File: config.mk
export PLATFORM = sky130hd
export DESIGN_NAME = cpu_run_ctrl
export DESIGN_NICKNAME = d
export VERILOG_FILES = /design/src/rtl/cpu_run_pkg.sv /design/src/rtl/cpu_run_ctrl.sv
export SDC_FILE = /design/constraint.sdc
export NUM_CORES = 1
export LEC_CHECK = 0
export CAP_MARGIN = 25
export CORE_MARGIN = 3
export CORE_UTILIZATION = 44
export CTS_BUF_LIST = sky130_fd_sc_hd__clkbuf_4
export CTS_CLUSTER_SIZE = 24
export DETAILED_ROUTE_END_ITERATION = 8
export HOLD_SLACK_MARGIN = 0.02
export PLACE_DENSITY = 0.9
export SYNTH_ARGS = -nofsm -noshare
export SYNTH_HDL_FRONTEND = slang
export SYNTH_SLANG_ARGS = --single-unit
File: constraint.sdc
create_clock -name clk -period 2.6 [get_ports clk]
set_input_delay 0.52 -clock clk [delete_from_list [all_inputs] [get_ports clk]]
set_output_delay 0.52 -clock clk [all_outputs]
set_load 0.01 [all_outputs]
File: src/rtl/cpu_run_pkg.sv
// Shared types for the CPU run controller: FSM state encoding and stop-reason codes.
// The optional breakpoint stop is enabled by the macro CPU_RUN_CTRL_BREAK_EN.
package cpu_run_pkg;

   typedef enum logic [1:0] {
      ST_IDLE = 2'd0,
      ST_HOLD = 2'd1,
      ST_RUN  = 2'd2,
      ST_DONE = 2'd3
   } state_t;

   localparam logic [1:0] REASON_NONE    = 2'd0;
   localparam logic [1:0] REASON_HALT    = 2'd1;
   localparam logic [1:0] REASON_TIMEOUT = 2'd2;
   localparam logic [1:0] REASON_BREAK   = 2'd3;

endpackage : cpu_run_pkg

File: src/rtl/cpu_run_ctrl.sv
// Run controller for the basic CPU: on start it holds the CPU in reset for RST_CYC
// cycles, runs it while counting cycles, stops on halt / breakpoint / timeout and
// snapshots the probed registers. Optional macro CPU_RUN_CTRL_BREAK_EN adds a
// PC breakpoint (brk_arm, brk_pc, brk_hit).
module cpu_run_ctrl
   import cpu_run_pkg::*;
#(
   parameter int DATA_W  = 8,
   parameter int NPROBE  = 3,
   parameter int PC_W    = 8,
   parameter int RST_CYC = 2,
   parameter int MAX_CYC = 16,
   parameter int CNT_W   = 16
) (
   input  logic                     clk,
   input  logic                     reset,
`ifdef CPU_RUN_CTRL_BREAK_EN
   input  logic                     brk_arm,
   input  logic [PC_W-1:0]          brk_pc,
   output logic                     brk_hit,
`endif
   input  logic                     start,
   input  logic                     halt_i,
   input  logic [PC_W-1:0]          pc_i,
   input  logic [NPROBE*DATA_W-1:0] probe_i,
   output logic                     cpu_rst,
   output logic                     running,
   output logic [CNT_W-1:0]         cycle_cnt,
   output logic                     done,
   output logic [1:0]               stop_reason,
   output logic                     snap_valid,
   output logic [NPROBE*DATA_W-1:0] snap_data
);

   // RST_CYC-1 must fit; a 1-bit counter covers RST_CYC of 1 or 2
   localparam int HOLD_W = (RST_CYC > 2) ? $clog2(RST_CYC) : 1;

   state_t                    r_state;
   state_t                    w_next;
   logic [HOLD_W-1:0]         r_hold_cnt;
   logic [CNT_W-1:0]          r_cycle_cnt;
   logic [CNT_W-1:0]          w_cnt_inc;
   logic [1:0]                r_reason;
   logic [1:0]                w_reason;
   logic                      w_stop;
   logic                      w_timeout;
   logic                      w_brk;
   logic                      w_start_ok;
   logic                      r_cpu_rst;
   logic                      r_running;
   logic                      r_done;
   logic                      r_snap_valid;
   logic [NPROBE*DATA_W-1:0]  r_snap_data;

`ifdef CPU_RUN_CTRL_BREAK_EN
   logic                      r_brk_hit;
   assign w_brk   = brk_arm && (pc_i == brk_pc);
   assign brk_hit = r_brk_hit;
`else
   // pc_i only feeds the breakpoint comparator, which is absent in this build
   logic                      w_unused_pc;
   assign w_brk       = 1'b0;
   assign w_unused_pc = ^pc_i;
`endif

   // Next-state logic, stop detection and reason priority (halt > break > timeout)
   always_comb begin
      w_next     = r_state;
      w_stop     = 1'b0;
      w_reason   = REASON_NONE;
      w_start_ok = start && ((r_state == ST_IDLE) || (r_state == ST_DONE));
      if (r_cycle_cnt == {CNT_W{1'b1}}) begin
         w_cnt_inc = r_cycle_cnt;
      end else begin
         w_cnt_inc = r_cycle_cnt + {{(CNT_W-1){1'b0}}, 1'b1};
      end
      w_timeout  = (MAX_CYC != 0) && (w_cnt_inc == CNT_W'(MAX_CYC));
      case (r_state)
         ST_IDLE: begin
            if (start) w_next = ST_HOLD;
            else       w_next = ST_IDLE;
         end
         ST_HOLD: begin
            if (r_hold_cnt == {HOLD_W{1'b0}}) w_next = ST_RUN;
            else                               w_next = ST_HOLD;
         end
         ST_RUN: begin
            if (halt_i) begin
               w_stop   = 1'b1;
               w_reason = REASON_HALT;
            end else if (w_brk) begin
               w_stop   = 1'b1;
               w_reason = REASON_BREAK;
            end else if (w_timeout) begin
               w_stop   = 1'b1;
               w_reason = REASON_TIMEOUT;
            end else begin
               w_stop   = 1'b0;
               w_reason = REASON_NONE;
            end
            if (w_stop) w_next = ST_DONE;
            else        w_next = ST_RUN;
         end
         ST_DONE: begin
            if (start) w_next = ST_HOLD;
            else       w_next = ST_DONE;
         end
         default: begin
            w_next = ST_IDLE;
         end
      endcase
   end

   // State register plus the state-decoded control outputs, registered from next state
   always_ff @(posedge clk or posedge reset) begin
      if (reset) begin
         r_state   <= ST_IDLE;
         r_cpu_rst <= 1'b1;
         r_running <= 1'b0;
         r_done    <= 1'b0;
      end else begin
         r_state   <= w_next;
         r_cpu_rst <= (w_next != ST_RUN);
         r_running <= (w_next == ST_RUN);
         r_done    <= (w_next == ST_DONE);
      end
   end

   // Reset-hold down-counter: loaded on HOLD entry, RUN follows when it reads zero
   always_ff @(posedge clk or posedge reset) begin
      if (reset) begin
         r_hold_cnt <= {HOLD_W{1'b0}};
      end else if (w_start_ok) begin
         r_hold_cnt <= HOLD_W'(RST_CYC - 1);
      end else if ((r_state == ST_HOLD) && (r_hold_cnt != {HOLD_W{1'b0}})) begin
         r_hold_cnt <= r_hold_cnt - {{(HOLD_W-1){1'b0}}, 1'b1};
      end
   end

   // Cycle counter, stop reason and probe snapshot; cleared on an accepted start
   always_ff @(posedge clk or posedge reset) begin
      if (reset) begin
         r_cycle_cnt  <= {CNT_W{1'b0}};
         r_reason     <= REASON_NONE;
         r_snap_valid <= 1'b0;
         r_snap_data  <= {(NPROBE*DATA_W){1'b0}};
      end else if (w_start_ok) begin
         r_cycle_cnt  <= {CNT_W{1'b0}};
         r_reason     <= REASON_NONE;
         r_snap_valid <= 1'b0;
      end else if (r_state == ST_RUN) begin
         r_cycle_cnt <= w_cnt_inc;
         if (w_stop) begin
            r_reason     <= w_reason;
            r_snap_valid <= 1'b1;
            r_snap_data  <= probe_i;
         end
      end
   end

`ifdef CPU_RUN_CTRL_BREAK_EN
   // Breakpoint-hit flag: set on a breakpoint stop, cleared by an accepted start
   always_ff @(posedge clk or posedge reset) begin
      if (reset) begin
         r_brk_hit <= 1'b0;
      end else if (w_start_ok) begin
         r_brk_hit <= 1'b0;
      end else if ((r_state == ST_RUN) && w_stop && (w_reason == REASON_BREAK)) begin
         r_brk_hit <= 1'b1;
      end
   end
`endif

   assign cpu_rst     = r_cpu_rst;
   assign running     = r_running;
   assign done        = r_done;
   assign cycle_cnt   = r_cycle_cnt;
   assign stop_reason = r_reason;
   assign snap_valid  = r_snap_valid;
   assign snap_data   = r_snap_data;

endmodule : cpu_run_ctrl

==> metrics.cfg <==
[clock_tree]
cts.hold.buffers_added = 0
clock_tree.buffer_depth = 2
insertion_delay_ns = 0.37
clk_pin_slew_ns = 0.15
clock-sinks = 49
cts_root_buf = clkbuf_4
tritoncts = done
htreeDepth = 2
cts_buffers = 5

[timing]
period_share_pct = 95.98
maxSlewViolCount = 0
worst_slack_ns = 0.1045
finalHoldViolCount = 0
slew_headroom_pct = 66.52
clock.fmax_mhz = 400.7
clock-skew-final_ns = 0.01405
grt_setup_unrepaired = no
hold_ws_ns = 0.4767
setup_viol = 0
fin_crit_ns = 2.496
worst_slew_pin_slew_ns = 0.5014
fin_tns_setup_ns = 0

[routing]
wirelength_um = 6993
viasPerCell = 5.607
vias = 2557
detail_route.drc_violations = 0
dr.pass1.iters = 4
drt.antenna.violating_nets = 0
drt_iter0_markers = 160
avgRoutedWirePerCell_um = 15.34

[layout]
num-fill-cells = 485
final_common_cell = clkdlybuf4s50_1
syn_to_final_growth_pct = 38.83
diodes = 0
layout-drive-gt1-share_pct = 13.91
nets = 421
final_cell_mix = clkdlybuf4s50_1, dfrtp_1, nand2_1

[setup_path]
path_class = register to register
worstRegToRegCells = 7
cp_max_fo = 7
critPathBufInv = 1
path_cells = buf_4 > nand4_2 > nor4_4 > xnor2_1 > nand4_1 > or3_4 > o311a_1
crit_arrival_ns = 2.76
r2r-start = cycle_cnt[1]$_DFFE_PP0P_
r2r_end = stop_reason[0]$_DFFE_PP0P_
worst_setup_path_start_kind = register
slowest_stage = or3_4
crit_family = simple AND/OR/NAND/NOR gates
crit_required_ns = 2.86
r2r_slack_ns = 0.10
end_kind = register
cpPeakStageDelay_ns = 0.47

[yosys]
synth_top_area_share_pct = 43.50
synth_top_flop_cell = dfrtp_1
synth_area_leaders = dfrtp_1, o32ai_1, nand2_1
ys_ff_latch = 49
yosysTopAreaCell = dfrtp_1
synthArstFlopShare_pct = 100.0
synthCells = 293
synth_nets = 334
synth-edff-count = 0
yosysWarnings = 0
synth_area_um2 = 2761
synth_cell_type_count = 53
avgSynthCellArea_um2 = 9.425
yosysSeqAreaShare_pct = 44.45

[floorplanning]
initial_core_util_pct = 46.09
dieArea_um2 = 7262
die_h_um = 85.22
num_rows = 28
core-area_um2 = 5991
io_pins = 82
die_w_um = 85.22

[power]
p_leak_nw = 1.744
p_per_area_nw_per_um2 = 742.9
power_mw = 2.848
vdd_drop_max_mv = 0.5065

[placement]
io_buffers = 73
dp_slack_ns = 0.09807
gp_congestion = 0.9390
hpwl_um = 5147

[grt]
grt_pass1_vias = 2636
antenna_found_initial = 0
grt_pass1_wl_um = 12100
grt-ovfl-total = 0
grt_usage_pct = 20.49
grt_max_degree = 28

[flow_run]
cap_violations = 0

[status]
status = finished, final reports clean

[hold_path]
hold_path.class = input port to asynchronous set/reset pin

[final cells by class]
type                    instances  area [µm²]  area share [%]
clock inverters                 2       38.79           1.012
repair buffers                100       958.4           25.00
multi-input cells             192        1350           35.22
flip-flops and latches         49        1227           32.02
inverters                      32       120.1           3.133
clock buffers                   6       45.04           1.175
well taps                      75       93.84           2.448
[registers in the layout (all words and copies together), names as in the netlist]
name,cells
snap_data,24
snap_valid,1
cycle_cnt,16
done,1
stop_reason,2
cpu_rst,1
r_hold_cnt,1
r_state,2
running,1
[synth_stat cells (2+ instances only)]
master / count
dfrtp_1: 48
nand2_1: 36
inv_1: 31
nor2_1: 28
o32ai_1: 24
buf_2: 11
xor2_1: 9
clkbuf_1: 7
nand4_1: 7
o21ai_0: 7
nand3_1: 6
a21oi_1: 5
ha_1: 5
nor3_1: 5
or3_1: 5
and3_1: 4
mux2i_1: 3
nand2b_1: 3
nand4_2: 3
nor4_1: 3
nor4_4: 3
o211ai_1: 3
xnor2_1: 3
a311oi_1: 2
and4_1: 2
buf_4: 2
nor4_2: 2
[cell families (layout without fill, tap and decap cells)]
family                   count (synthesis)  after routing  synth area share (%)
AND/OR/NAND/NOR                        116            116                 24.06
AO/OA/AOI/OAI                           55             55                 16.09
buffers and inverters                   52            140                 7.838
flip-flops                              49             49                 44.45
XOR/XNOR                                12             12                 3.806
adder cells (fa/ha/maj)                  5              5                 2.266
multiplexers                             4              4                 1.495
[per-layer routing]
metal / vias to the layer above / wire [µm] / part of all wire, % / GRT usage (%)
met5: - / 0 / 0 / 0
met4: 0 / 118 / 1.7 / 6.763
met3: 14 / 317 / 4.5 / 3.689
met2: 68 / 3530 / 50 / 34.75
met1: 1246 / 3026 / 43 / 26.47
li1: 1229 / - / - / -
[what timing repair did]
action                                  4_1_cts  5_1_grt
hold endpoints to repair                      0        0
resized for setup                             0        3
endpoints found under the setup margin        0        1
setup buffers                                 0        0
[where the power goes]
group          total, mW  internal [mW]  switching (mW)  leakage [nW]
Combinational       1.25          0.647           0.605          1.06
Clock              0.464          0.215           0.248        0.0459
Sequential          1.13          0.998           0.135         0.641
Total               2.85           1.86           0.988          1.74
[worst max path at each step]
stage	startpoint	end	slack, ns	cells past startpoint
after floorplan	cycle_cnt[1]$_DFFE_PP0P_	stop_reason[0]$_DFFE_PP0P_	0.0006	7
after CTS	cycle_cnt[1]$_DFFE_PP0P_	stop_reason[0]$_DFFE_PP0P_	0.05	7
after detailed placement	cycle_cnt[1]$_DFFE_PP0P_	stop_reason[0]$_DFFE_PP0P_	0.1	7
after global placement	cycle_cnt[0]$_DFFE_PP0P_	stop_reason[0]$_DFFE_PP0P_	0.15	7
final	cycle_cnt[1]$_DFFE_PP0P_	stop_reason[0]$_DFFE_PP0P_	0.10	7
after global routing	cycle_cnt[6]$_DFFE_PP0P_	stop_reason[0]$_DFFE_PP0P_	0.01	6
[metrics by stage]
stage / utilization (%) / instances / instance area (µm²)
floorplan: - / 293 / 2769
global placement: 62.18 / 448 / 3725
detailed placement: 62.18 / 448 / 3725
CTS: 63.58 / 456 / 3809
global route: 63.99 / 456 / 3834
finish: 63.99 / 456 / 3834
Note: power is estimated with default switching activity, not from simulation.
